<file path="config.mk">
export PLATFORM = sky130hd
export DESIGN_NAME = mpmc11_rd_strip_collect
export DESIGN_NICKNAME = d
export VERILOG_FILES = /design/src/rtl/mpmc11_rd_strip_collect.sv
export SDC_FILE = /design/constraint.sdc
export NUM_CORES = 1
export LEC_CHECK = 0
export ABC_AREA = 1
export CELL_PAD_IN_SITES_DETAIL_PLACEMENT = 0
export CELL_PAD_IN_SITES_GLOBAL_PLACEMENT = 1
export CORE_AREA = 2 2 235 237
export DETAILED_ROUTE_END_ITERATION = 8
export DIE_AREA = 0 0 237 239
export MAX_ROUTING_LAYER = met4
export PLACE_DENSITY_LB_ADDON = 0.15
export RECOVER_POWER = 50
export SLEW_MARGIN = 40
export SYNTH_ARGS = -nofsm -noshare
export SYNTH_HDL_FRONTEND = slang
export SYNTH_SLANG_ARGS = --single-unit
</file>
<file path="constraint.sdc">
create_clock -name i_clk -period 2.8 [get_ports i_clk]
set_clock_uncertainty 0.2 [all_clocks]
set_input_delay 0.42 -clock i_clk [delete_from_list [all_inputs] [get_ports i_clk]]
set_output_delay 0.42 -clock i_clk [all_outputs]
set_load 0.01 [all_outputs]
</file>
<file path="src/rtl/mpmc11_rd_strip_collect.sv">
// Read-burst receive side: counts returning read beats against the requested strip count and
// forwards each beat, registered, to the read cache with its 32-byte-aligned strip address.
module mpmc11_rd_strip_collect #(
    parameter int unsigned WID       = 256,
    parameter int unsigned PORT_BITS = 4
) (
    input  logic                 i_clk,
    input  logic                 i_rst,
    input  logic                 i_start,
    input  logic [5:0]           i_num_strips,
    input  logic [31:0]          i_addr_base,
    input  logic [PORT_BITS-1:0] i_port,
    input  logic                 i_rd_valid,
    input  logic [WID-1:0]       i_rd_data,
    output logic [5:0]           o_strip_cnt,
    output logic                 o_busy,
    output logic                 o_rc_we,
    output logic [31:0]          o_rc_adr,
    output logic [WID-1:0]       o_rc_dat,
    output logic [PORT_BITS-1:0] o_rc_port,
    output logic                 o_done,
    output logic                 o_err_orphan
);

    typedef enum logic [0:0] {StIdle, StCollect} state_e;

    state_e               r_state, w_state;
    logic [5:0]           r_n, w_n;
    logic [31:0]          r_base, w_base;
    logic [PORT_BITS-1:0] r_port, w_port;
    logic [5:0]           r_cnt, w_cnt;
    logic                 r_rc_we, w_rc_we;
    logic [31:0]          r_rc_adr, w_rc_adr;
    logic [WID-1:0]       r_rc_dat, w_rc_dat;
    logic [PORT_BITS-1:0] r_rc_port, w_rc_port;
    logic                 r_done, w_done;
    logic                 r_err, w_err;

    always_comb begin
        w_state   = r_state;
        w_n       = r_n;
        w_base    = r_base;
        w_port    = r_port;
        w_cnt     = r_cnt;
        w_rc_we   = 1'b0;
        w_rc_adr  = r_rc_adr;
        w_rc_dat  = r_rc_dat;
        w_rc_port = r_rc_port;
        w_done    = 1'b0;
        w_err     = r_err;
        unique case (r_state)
            StIdle: begin
                // A beat seen here belongs to no burst, even if start arrives alongside it.
                if (i_rd_valid) begin
                    w_err = 1'b1;
                end
                if (i_start) begin
                    w_state = StCollect;
                    w_n     = i_num_strips;
                    w_base  = {i_addr_base[31:5], 5'h0};
                    w_port  = i_port;
                    w_cnt   = 6'd0;
                end
            end
            StCollect: begin
                if (i_rd_valid) begin
                    w_rc_we   = 1'b1;
                    w_rc_adr  = r_base + {21'h0, r_cnt, 5'h0};
                    w_rc_dat  = i_rd_data;
                    w_rc_port = r_port;
                    w_cnt     = r_cnt + 6'd1;
                    if (r_cnt == r_n) begin
                        w_done  = 1'b1;
                        w_state = StIdle;
                    end
                end
            end
            default: w_state = StIdle;
        endcase
    end

    always_ff @(posedge i_clk) begin
        if (i_rst) begin
            r_state   <= StIdle;
            r_n       <= '0;
            r_base    <= '0;
            r_port    <= '0;
            r_cnt     <= '0;
            r_rc_we   <= 1'b0;
            r_rc_adr  <= '0;
            r_rc_dat  <= '0;
            r_rc_port <= '0;
            r_done    <= 1'b0;
            r_err     <= 1'b0;
        end else begin
            r_state   <= w_state;
            r_n       <= w_n;
            r_base    <= w_base;
            r_port    <= w_port;
            r_cnt     <= w_cnt;
            r_rc_we   <= w_rc_we;
            r_rc_adr  <= w_rc_adr;
            r_rc_dat  <= w_rc_dat;
            r_rc_port <= w_rc_port;
            r_done    <= w_done;
            r_err     <= w_err;
        end
    end

    assign o_strip_cnt  = r_cnt;
    assign o_busy       = (r_state == StCollect);
    assign o_rc_we      = r_rc_we;
    assign o_rc_adr     = r_rc_adr;
    assign o_rc_dat     = r_rc_dat;
    assign o_rc_port    = r_rc_port;
    assign o_done       = r_done;
    assign o_err_orphan = r_err;

endmodule

</file>
# Word level (Yosys, flattened, before mapping)
# Cells that the tools add are included.
[op_classes] add_sub_neg=2 eq_ne=3 muxes=9 n_bitwise=2 reduce_logical=6
[ops] operator="adder 32 x 11 -> 32 bit" count=1
[ops] operator="2-to-1 mux 6 bit" count=2
[ops] operator="case mux 6 bit (2 select lines)" count=1
[ops] operator="AND reduction 2 bit" count=4
[ops] operator="adder 6 x 1 -> 6 bit, second input constant" count=1
[ops] operator="== test 6 bit" count=1
[ops] operator="2-to-1 mux 1 bit" count=5
[ops] operator="!= test 2 bit, second input constant" count=2
[ops] operator="OR reduction 3 bit" count=1
[ops] operator="inverter 1 bit" count=2
[ops] operator="case mux 1 bit (2 select lines)" count=1
[ops] operator="OR reduction 2 bit" count=1
[totals] regBits=339 in_bits=302 output_inout_bits=302 elab_cells=33

# Depth between registers and ports, before layout
[logic_depth] depth_word=4 depth_mapped=13 mapped_depth_nobuf=13

# Worst setup path after synthesis
# Ideal clock, no wire load.
[synth_path] path_kind="register to register" start="register r_cnt[0], in the netlist o_strip_cnt[0]" end="register r_rc_adr[21], in the netlist o_rc_adr[21]" setup_ps=119 t_arrival_ps=1815 t_required_ps=2481 slack_ps=666 path_stages_with_launch=12 n_path_buf=0 period_less_slack_ps=2134 path_cell_list="dfxtp_1 -> ha_1 -> inv_1 -> fa_1 -> inv_1 -> nand3_1 -> nand3_1 -> nand2_1 -> nand2_1 -> inv_1 -> o21ai_0 -> a21oi_1"
[synth_between] elab_chain_cells=1
[synth_lines] item="start: declaration" line_no="31" text="logic [5:0] r_cnt, w_cnt;"
[synth_lines] item="start signal: assignment" line_no="100" text="r_cnt <= w_cnt;"
[synth_lines] item="adder 32 x 11 -> 32 bit" line_no="68" text="w_rc_adr = r_base + {21'h0, r_cnt, 5'h0};"
[synth_lines] item="end signal: assignment" line_no="102" text="r_rc_adr <= w_rc_adr;"
[synth_lines] item="end: declaration" line_no="33" text="logic [31:0] r_rc_adr, w_rc_adr;"
# Every way passes these cells.
# A chain may end at the register's enable or synchronous reset.

# Worst setup path in the final report
[layout_path] start="register r_state, in the netlist o_busy" end="register r_rc_dat[97], in the netlist o_rc_dat[97]"
[layout_between] elab_chain_cells=1
[layout_lines] item="start: declaration" line_no="27" text="state_e r_state, w_state;"
[layout_lines] item="start signal: assignment" line_no="84" text="r_state <= StIdle;"
[layout_lines] item="start signal: assignment" line_no="96" text="r_state <= w_state;"
[layout_lines] item="AND reduction 2 bit (no line)"
[layout_lines] item="end signal: assignment" line_no="103" text="r_rc_dat <= w_rc_dat;"
[layout_lines] item="end: declaration" line_no="34" text="logic [WID-1:0] r_rc_dat, w_rc_dat;"
# Every way passes these cells.

==> results.py <==
metrics = {
    "status": {
        "status": "complete, no violations",
    },
    "sta": {
        "slew_headroom": 0.246,
        "max_freq_mhz": 418,
        "hold_viol": 0,
        "fin_tns_setup_ns": 0,
        "grt_setup_unrepaired": "false",
        "fin_crit_sh": 0.855,
        "setup_viol": 0,
        "fin_crit_ns": 2.40,
        "worst_slew_pin_slew_ns": 1.13,
        "fin_ws_ns": 0.405,
        "drv_slew": 0,
    },
    "setup_path": {
        "r2r_start": "o_busy",
        "start_kind": "register",
        "reg2regPathDepth": 5,
        "rrSetupSlack_ns": 0.40,
        "cp.arrival_ns": 2.68,
        "worstSetupPathType": "reg -> reg",
        "cp_max_fo": 106,
        "r2r-end": "o_rc_dat[97]",
        "required_ns": 3.08,
        "setup.worst_path.end_class": "register",
    },
    "clock_tree": {
        "cts_tree": "yes",
        "cts_root_buffer": "clkbuf_16",
        "cts_buffers": 42,
        "clock-sinks": 334,
        "ctsHoldBuffers": 0,
        "cts_resized": 0,
        "clockBufferDepth": 3,
        "insertion_delay_ns": 0.55,
        "h-tree-depth": 2,
        "clk_pin_slew_ns": 0.06,
        "post_cts_buffers": 0,
    },
    "detailed_routing": {
        "drtIter0Drc": 656,
        "antenna_left": 0,
        "num_vias": 12789,
        "firstDrtPassIters": 4,
        "drc": 0,
        "vias_per_cell": 4.27,
        "routed_wl_mm": 53.3,
        "wl_per_cell_um": 17.8,
    },
    "placed_design": {
        "place_ws_ns": 0.453,
        "hpwl_mm": 38.8,
        "routabilityCongestion": 0.814,
        "port_buffers": 593,
    },
    "layout": {
        "fin_nets": 2564,
        "syn_to_final_growth_pct": 63.2,
        "drive_above_1_share": 0.0429,
    },
    "logic_synthesis": {
        "netlist-cell-type-count": 34,
        "synth_flop_cell": "dfxtp_1",
        "synthMuxAreaShare": 0,
        "avgSynthCellArea_um2": 7.42,
        "netlist_area_mm2": 0.0126,
        "yosys.area_share.simple": 0.246,
        "synth-xor-area-share": 0.00347,
        "synth_compound_area_frac": 0.146,
        "synth_seq_area_share": 0.530,
        "synth_most_common_cell": "nor2_1",
        "ys_top_cells_by_area": "dfxtp_1 (53%), nor2_1 (18%), o21ai_0 (12%), nand2_1 (3.1%), inv_1 (2.3%)",
        "synth_warnings": 0,
        "synth_top_family_by_area": "simple AND/OR/NAND/NOR gates",
        "netlist_instances": 1699,
        "synthTopCellsByCount": "nor2_1 (620), dfxtp_1 (334), o21ai_0 (315)",
        "synth_top_cell_by_area": "dfxtp_1",
        "synth_edf_count": 0,
        "async_reset_ff_frac": 0,
        "synth-adder-area-share": 0.00853,
        "ys_ff_latch": 334,
        "yosys.area.top_type_share": 0.530,
    },
    "power": {
        "vdd_ir_drop_max_mv": 0.365,
        "switching_share": 0.256,
        "power_density_mw_per_mm2": 614,
        "sequentialPowerShare": 0.416,
        "clockPowerShare": 0.423,
        "combPwrFrac": 0.161,
        "p_leak_nw": 7.96,
        "internal-power_mw": 9.41,
        "p_sw_mw": 3.24,
    },
    "hold_path": {
        "min-delay-path-class": "in -> reg",
        "hold_start": "i_port[1]",
        "min_delay_path_depth": 3,
        "holdPathEnd": "r_port[1]",
    },
    "global_route": {
        "grt_max_degree": 141,
        "antenna_found_initial": 10,
        "overflow": 0,
        "grt_pass1_vias": 12198,
        "grt_pass1_wl_mm": 77.7,
        "track_usage": 0.186,
    },
    "floorplanning": {
        "initial_utilization": 0.232,
        "rows": 86,
        "die-area_mm2": 0.0566,
        "die_h_um": 239,
        "die_w_um": 237,
        "fp.coreArea_mm2": 0.0543,
        "pin_count": 604,
    },
    "job": {
        "maxCapViolations": 0,
    },
}
-- metrics by stage --
step                      hold WS [ns]  cells  power [mW]   util  area [um^2]
after detailed placement         0.266   2914        7.44  0.355        19300
after global routing             0.254   2996        13.3  0.379        20600
final                            0.252   2996        12.6  0.379        20600
after global placement           0.263   2914        7.42  0.355        19300
after floorplan                  0.241   1703        6.17      -        12600
after CTS                        0.223   2986        12.9  0.380        20600
-- layout make-up --
cell class	instances	area, um^2
clock buffer	61	1230
fill	5667	33700
antenna	10	25.0
timing repair buffer	619	6230
clock inverter	11	113
sequential	334	6690
tap	704	881
multi-input combinational	1178	5120
inverter	79	303
-- logic make-up (layout without fill, tap and decap cells) --
| kind of cell | after synthesis | after routing |
|---|---|---|
| and+or+nand+nor | 795 | 795 |
| AOI/OAI and AO/OA | 365 | 365 |
| other | 1 | 15 |
| adders and majority gates | 8 | 8 |
| DFF | 334 | 334 |
| xor gates and xnor gates | 5 | 5 |
| buffers and inverters | 191 | 770 |
-- state kept, by name, summed over array words and instances, names as in the netlist --
signal / flops
o_rc_adr: 27
r_n: 6
o_busy: 1
o_rc_port: 4
o_err_orphan: 1
o_rc_dat: 256
o_done: 1
o_strip_cnt: 6
r_base: 27
r_port: 4
o_rc_we: 1
-- power by group through the flow --
stage               logic [mW]  registers [mW]  clock network, mW
detailed placement        2.07            5.37                  0
global route              2.24            5.30               5.72
finish                    2.04            5.26               5.35
floorplan                0.687            5.48                  0
global placement          2.06            5.36                  0
CTS                       2.08            5.26               5.55
-- critical path, cell delays in order (launching register included) --
cell and delay, ns:
dfxtp_1 0.45, nand2_1 0.33, clkinvlp_2 0.34, buf_6 0.60
nor2_1 0.08, nor2_1 0.14
-- cells in the final DEF (no fill, tap or decap), drive strengths merged, types with 3 or more instances in the layout --
cell,netlist,routed
ha,7,7
dlygate4sd3,0,3
clkinv,0,9
a31oi,3,3
buf,51,21
nor2,625,625
inv,79,78
diode,0,10
clkbuf,61,66
nand4,7,7
conb,1,5
nor3,3,3
o21ai,318,318
xor2,4,4
clkdlybuf4s50,0,590
nand2,109,109
nand3,45,45
dfxtp,334,334
a21oi,39,39
-- worst max-delay path by stage --
stage | startpoint | to | slack [ns]
2_1_floorplan | o_strip_cnt[0] | o_rc_adr[21] | 0.67
3_3_place_gp | o_strip_cnt[0] | o_rc_adr[27] | 0.45
3_5_place_dp | i_rd_valid | o_rc_dat[215] | 0.45
4_1_cts | o_busy | o_busy | 0.41
5_1_grt | o_busy | o_rc_dat[96] | 0.16
6_report | o_busy | o_rc_dat[97] | 0.40
-- routing by layer --
layer  wire [um]  vias up  global-route usage
met2       27200      323               0.325
met5           0        -                   -
li1            -     6538                   -
met3        3140       72              0.0457
met1       21700     5856               0.207
met4        1300        0              0.0625
No activity file was read; power rests on OpenSTA's default activity.
==> RTL change 1, RTL diff (config.mk and constraints unchanged) <==
Change the parameter `WID` from 256 to 128.
--- a/src/rtl/mpmc11_rd_strip_collect.sv
+++ b/src/rtl/mpmc11_rd_strip_collect.sv
@@ -2,5 +2,5 @@
 // forwards each beat, registered, to the read cache with its 32-byte-aligned strip address.
 module mpmc11_rd_strip_collect #(
-    parameter int unsigned WID       = 256,
+    parameter int unsigned WID       = 128,
     parameter int unsigned PORT_BITS = 4
 ) (
Ports: changed (resized i_rd_data and o_rc_dat); port bits go from 604 to 348. No check against the original RTL was run, so the function may have changed too.
==> RTL change 1 against the original RTL <==
- hold slack better by 0.0026 ns
- cell count is 27% lower
- routed wire length decreased by 33%
- setup slack got worse by 0.070 ns
- synthesized cell count decreased by 33%
- sequential cell count fell by 128
- synthesized area down 35%
- total power shrank 36%
- non-clock buffer count is 261 lower
- final area down 35%
- combinational power shrank 39%
- via count is 36% lower
- critical path type unchanged
==> RTL change 1: results <==
<?xml version="1.0" encoding="UTF-8"?>
<metrics>
  <group name="run_status">
    <metric name="run_status" unit="">complete, no violations</metric>
  </group>
  <group name="detailed_routing">
    <metric name="routed_wl" unit="µm">36000</metric>
    <metric name="vias" unit="">8202</metric>
    <metric name="detail_route.drc_violations" unit="">0</metric>
    <metric name="detailedRoute.firstIterationViolations" unit="">345</metric>
  </group>
  <group name="worst_setup_path">
    <metric name="maximum_fanout_count_along_the_critical_path" unit="">133</metric>
    <metric name="timing.critical_path.slowest_stage_cell" unit="">sky130_fd_sc_hd__clkbuf_4</metric>
    <metric name="cp_slowest_stage_delay" unit="ns">1.05</metric>
    <metric name="worstPathArrival" unit="ns">2.78</metric>
    <metric name="reg2reg_depth" unit="">4</metric>
  </group>
  <group name="clock_tree">
    <metric name="cts-buffers-inserted" unit="">29</metric>
    <metric name="worst_skew_pair.late_latency" unit="ns">0.58</metric>
    <metric name="postCtsSetupRepairBufs" unit="">0</metric>
  </group>
  <group name="layout">
    <metric name="nFillCells" unit="">5952</metric>
    <metric name="drive_gt1_share" unit="%">5.68</metric>
    <metric name="largest_register_ff_count" unit="">128</metric>
    <metric name="layout.nets" unit="">1641</metric>
  </group>
  <group name="yosys">
    <metric name="synth_enable_flop_cells" unit="">0</metric>
    <metric name="synth_fa_ha_area_share" unit="%">1.30</metric>
    <metric name="synth_seq_area_share" unit="%">49.9</metric>
    <metric name="synth_compound_gate_area_share" unit="%">14.5</metric>
    <metric name="synth_xor_xnor_area_share" unit="%">0.742</metric>
    <metric name="synthTopCellsByArea" unit="">sky130_fd_sc_hd__dfxtp_1, sky130_fd_sc_hd__nor2_1, sky130_fd_sc_hd__o21ai_0</metric>
    <metric name="top_post_synthesis_cells_by_count" unit="">sky130_fd_sc_hd__nor2_1, sky130_fd_sc_hd__dfxtp_1, sky130_fd_sc_hd__o21ai_0</metric>
  </group>
  <group name="timing">
    <metric name="worst_slew_margin_rel" unit="%">0.564</metric>
  </group>
  <group name="global_routing">
    <metric name="first_global_vias" unit="">8114</metric>
    <metric name="grt_antenna_before_repair" unit="">2</metric>
    <metric name="first_pass_grt_wire_length" unit="µm">52900</metric>
    <metric name="grt_start_max_net_pins" unit="">134</metric>
  </group>
  <group name="placed_design">
    <metric name="io_buffers" unit="">337</metric>
    <metric name="dpl.hpwl" unit="µm">25800</metric>
    <metric name="pre_cts_ws" unit="ns">0.308</metric>
    <metric name="routabilityCongestion" unit="">0.744</metric>
  </group>
  <group name="power">
    <metric name="p_leak" unit="nW">5.21</metric>
    <metric name="netSwitchingFraction" unit="%">27.0</metric>
    <metric name="worst_ir_drop_vdd" unit="mV">0.412</metric>
  </group>
</metrics>
RTL change 1: repair_timing:
action / CTS / global route
setup endpoints to repair: 0 / 1
endpoints found under the hold margin: 0 / 0
gates resized for setup: 0 / 1
RTL change 1: power by group through the flow:
stage,combinational [mW],sequential (mW),clock [mW]
floorplan,0.443,3.38,0
global placement,1.27,3.33,0
detailed placement,1.27,3.33,0
CTS,1.27,3.27,3.83
global route,1.37,3.29,3.94
finish,1.24,3.27,3.64
RTL change 1: final timing paths:
check / endpoint / start / slack [ns]
hold reg to reg: r_n[3] / r_n[3] / 0.27
setup / recovery: o_rc_dat[76] / o_busy / 0.34
hold / removal: r_base[9] / i_addr_base[9] / 0.25
setup reg to reg: o_rc_dat[76] / o_busy / 0.34
RTL change 1: routing by layer:
metal	vias to the layer above	global-route usage (%)	wire length (µm)
met1	3672	15.3	15900
met3	41	3.66	2460
met5	-	-	0
met4	0	3.09	767
li1	4268	-	-
met2	221	20.9	16800
RTL change 1: cells by family (layout without fill, tap and decap cells):
group	after synthesis	in the layout
other cells	1	7
compound gates	235	235
buf+inv	143	485
simple gates	534	534
xor+xnor	7	7
fa+ha+maj	8	8
flops	206	206
RTL change 1: metrics by stage:
step / util [%] / area (µm²) / std cells
floorplan: - / 8280 / 1138
global placement: 22.9 / 12400 / 2132
detailed placement: 22.9 / 12400 / 2132
CTS: 24.6 / 13400 / 2184
global route: 24.6 / 13400 / 2186
finish: 24.6 / 13400 / 2186
RTL change 1: area by class of cell:
class,instances,share of cell area [%]
clock inverter,10,0.740
tap,704,6.59
timing repair buffer,358,26.8
antenna,2,0.0375
multi-input combinational,789,26.5
inverter,75,2.15
sequential,206,30.9
clock buffer,42,6.25
==> RTL change 2, RTL diff (same settings) <==
Made on the original files. Register the output `o_rc_adr` once more, cleared by the reset; this adds one clock of latency there. The other outputs are not delayed to match.
--- a/src/rtl/mpmc11_rd_strip_collect.sv
+++ b/src/rtl/mpmc11_rd_strip_collect.sv
@@ -111,5 +111,11 @@
     assign o_busy       = (r_state == StCollect);
     assign o_rc_we      = r_rc_we;
-    assign o_rc_adr     = r_rc_adr;
+    always_ff @(posedge i_clk) begin
+        if (i_rst) begin
+            o_rc_adr <= '0;
+        end else begin
+            o_rc_adr <= r_rc_adr;
+        end
+    end
     assign o_rc_dat     = r_rc_dat;
     assign o_rc_port    = r_rc_port;
Behaviour: not the same (Yosys sat finds a counterexample within 4 cycles, from zero or initial values and one cycle with i_rst high).
==> RTL change 2 against the original RTL <==
- the run now ends with max-capacitance violations, max-slew violations left
- critical path type is now in2reg
- routed wire length increased by 2.4%
- final area increased by 3.7%
- sequential cell count up 27
- total power rose by 5.8%
- synthesized area is 5.5% higher
- highest routed layer unchanged
- setup slack worse by 0.018 ns
- core utilization increased by 1.4 points
==> RTL change 2: results <==
<?xml version="1.0" encoding="UTF-8"?>
<metrics>
  <group name="layout">
    <metric name="multi_input_gates" unit="">1176</metric>
    <metric name="layout.clock.cell_area_share" unit="%">6.77</metric>
    <metric name="drive_gt1_share" unit="%">4.80</metric>
    <metric name="regArea" unit="µm²">7230</metric>
    <metric name="layout.nonclk_buf_share" unit="%">28.8</metric>
    <metric name="layout_inverter_count_without_the_clock_tree" unit="">108</metric>
    <metric name="nonClockBufferCount" unit="">613</metric>
    <metric name="antenna_cells" unit="">14</metric>
    <metric name="total_area_of_multi_input_combinational_cells" unit="µm²">5210</metric>
    <metric name="layout.nets" unit="">2615</metric>
  </group>
  <group name="worst_setup_path">
    <metric name="maximum_fanout_count_along_the_critical_path" unit="">25</metric>
    <metric name="timing.critical_path.slowest_stage_cell" unit="">sky130_fd_sc_hd__clkbuf_1</metric>
    <metric name="worstPathArrival" unit="ns">2.67</metric>
    <metric name="cp_slowest_stage_delay" unit="ns">1.09</metric>
    <metric name="crit_path_start" unit="">i_rst</metric>
  </group>
  <group name="timing">
    <metric name="final_max_slew_viol_count" unit="">26</metric>
    <metric name="worst_slew_margin_rel" unit="%">-3.43</metric>
  </group>
  <group name="detailed_routing">
    <metric name="routedWlPerCell" unit="µm">17.9</metric>
    <metric name="met2RoutedLength" unit="µm">26400</metric>
    <metric name="detailedRoute.firstIterationViolations" unit="">592</metric>
    <metric name="vias" unit="">13100</metric>
    <metric name="wl_met3" unit="µm">4440</metric>
  </group>
  <group name="global_routing">
    <metric name="grt_start_max_net_pins" unit="">183</metric>
    <metric name="first_global_vias" unit="">12500</metric>
    <metric name="first_pass_grt_wire_length" unit="µm">79300</metric>
    <metric name="met3_use_gr" unit="%">7.03</metric>
    <metric name="met2_usage" unit="%">31.3</metric>
    <metric name="use_met1" unit="%">21.6</metric>
  </group>
  <group name="placed_design">
    <metric name="place.detailed.instances" unit="">2962</metric>
    <metric name="dpl.hpwl" unit="µm">39200</metric>
  </group>
  <group name="power">
    <metric name="pwr.group.sequential" unit="mW">5.67</metric>
    <metric name="netSwitchingFraction" unit="%">25.3</metric>
  </group>
  <group name="run_status">
    <metric name="violated_checks" unit="">max-capacitance violations, max-slew violations</metric>
    <metric name="run_status" unit="">finished with violations</metric>
  </group>
  <group name="clock_tree">
    <metric name="cts-buffers-inserted" unit="">45</metric>
  </group>
  <group name="worst_hold_path">
    <metric name="hold_path.class" unit="">reg2reg</metric>
  </group>
  <group name="yosys">
    <metric name="yosys.cell_types.count" unit="">36</metric>
  </group>
  <group name="job">
    <metric name="max-cap-violations" unit="">1</metric>
  </group>
</metrics>
## RTL change 2: changes by cell type after synthesis, sizes merged, moves of 5 or more
| cell | delta |
|---|---|
| inv | +28 |
| dfxtp | +27 |
| nor2 | -12 |
| a21oi | +9 |
| o21ai | -8 |
| nand3 | +5 |
## RTL change 2: tightest hold or removal path, stage by stage, from the launching register on
cell and delay [ns]:
sky130_fd_sc_hd__dfxtp_1 0.29, sky130_fd_sc_hd__inv_1 0.04, sky130_fd_sc_hd__nor2_1 0.04
## RTL change 2: path summary, 6_finish.rpt
check	endpoint	slack [ns]	cells after the start
worst max-delay path	r_rc_adr[11]	0.39	5
worst min-delay path	o_rc_adr[21]	0.22	2
worst max register to register	o_rc_dat[207]	0.40	5
worst min register to register	o_rc_adr[21]	0.22	2
## RTL change 2: kinds of logic after synthesis
kind of cell	synth area share, %
compound gates	13.9
simple gates	23.8
xor+xnor	0.395
buf+inv	6.80
other cells	0.0282
flops	54.3
fa+ha+maj	0.808
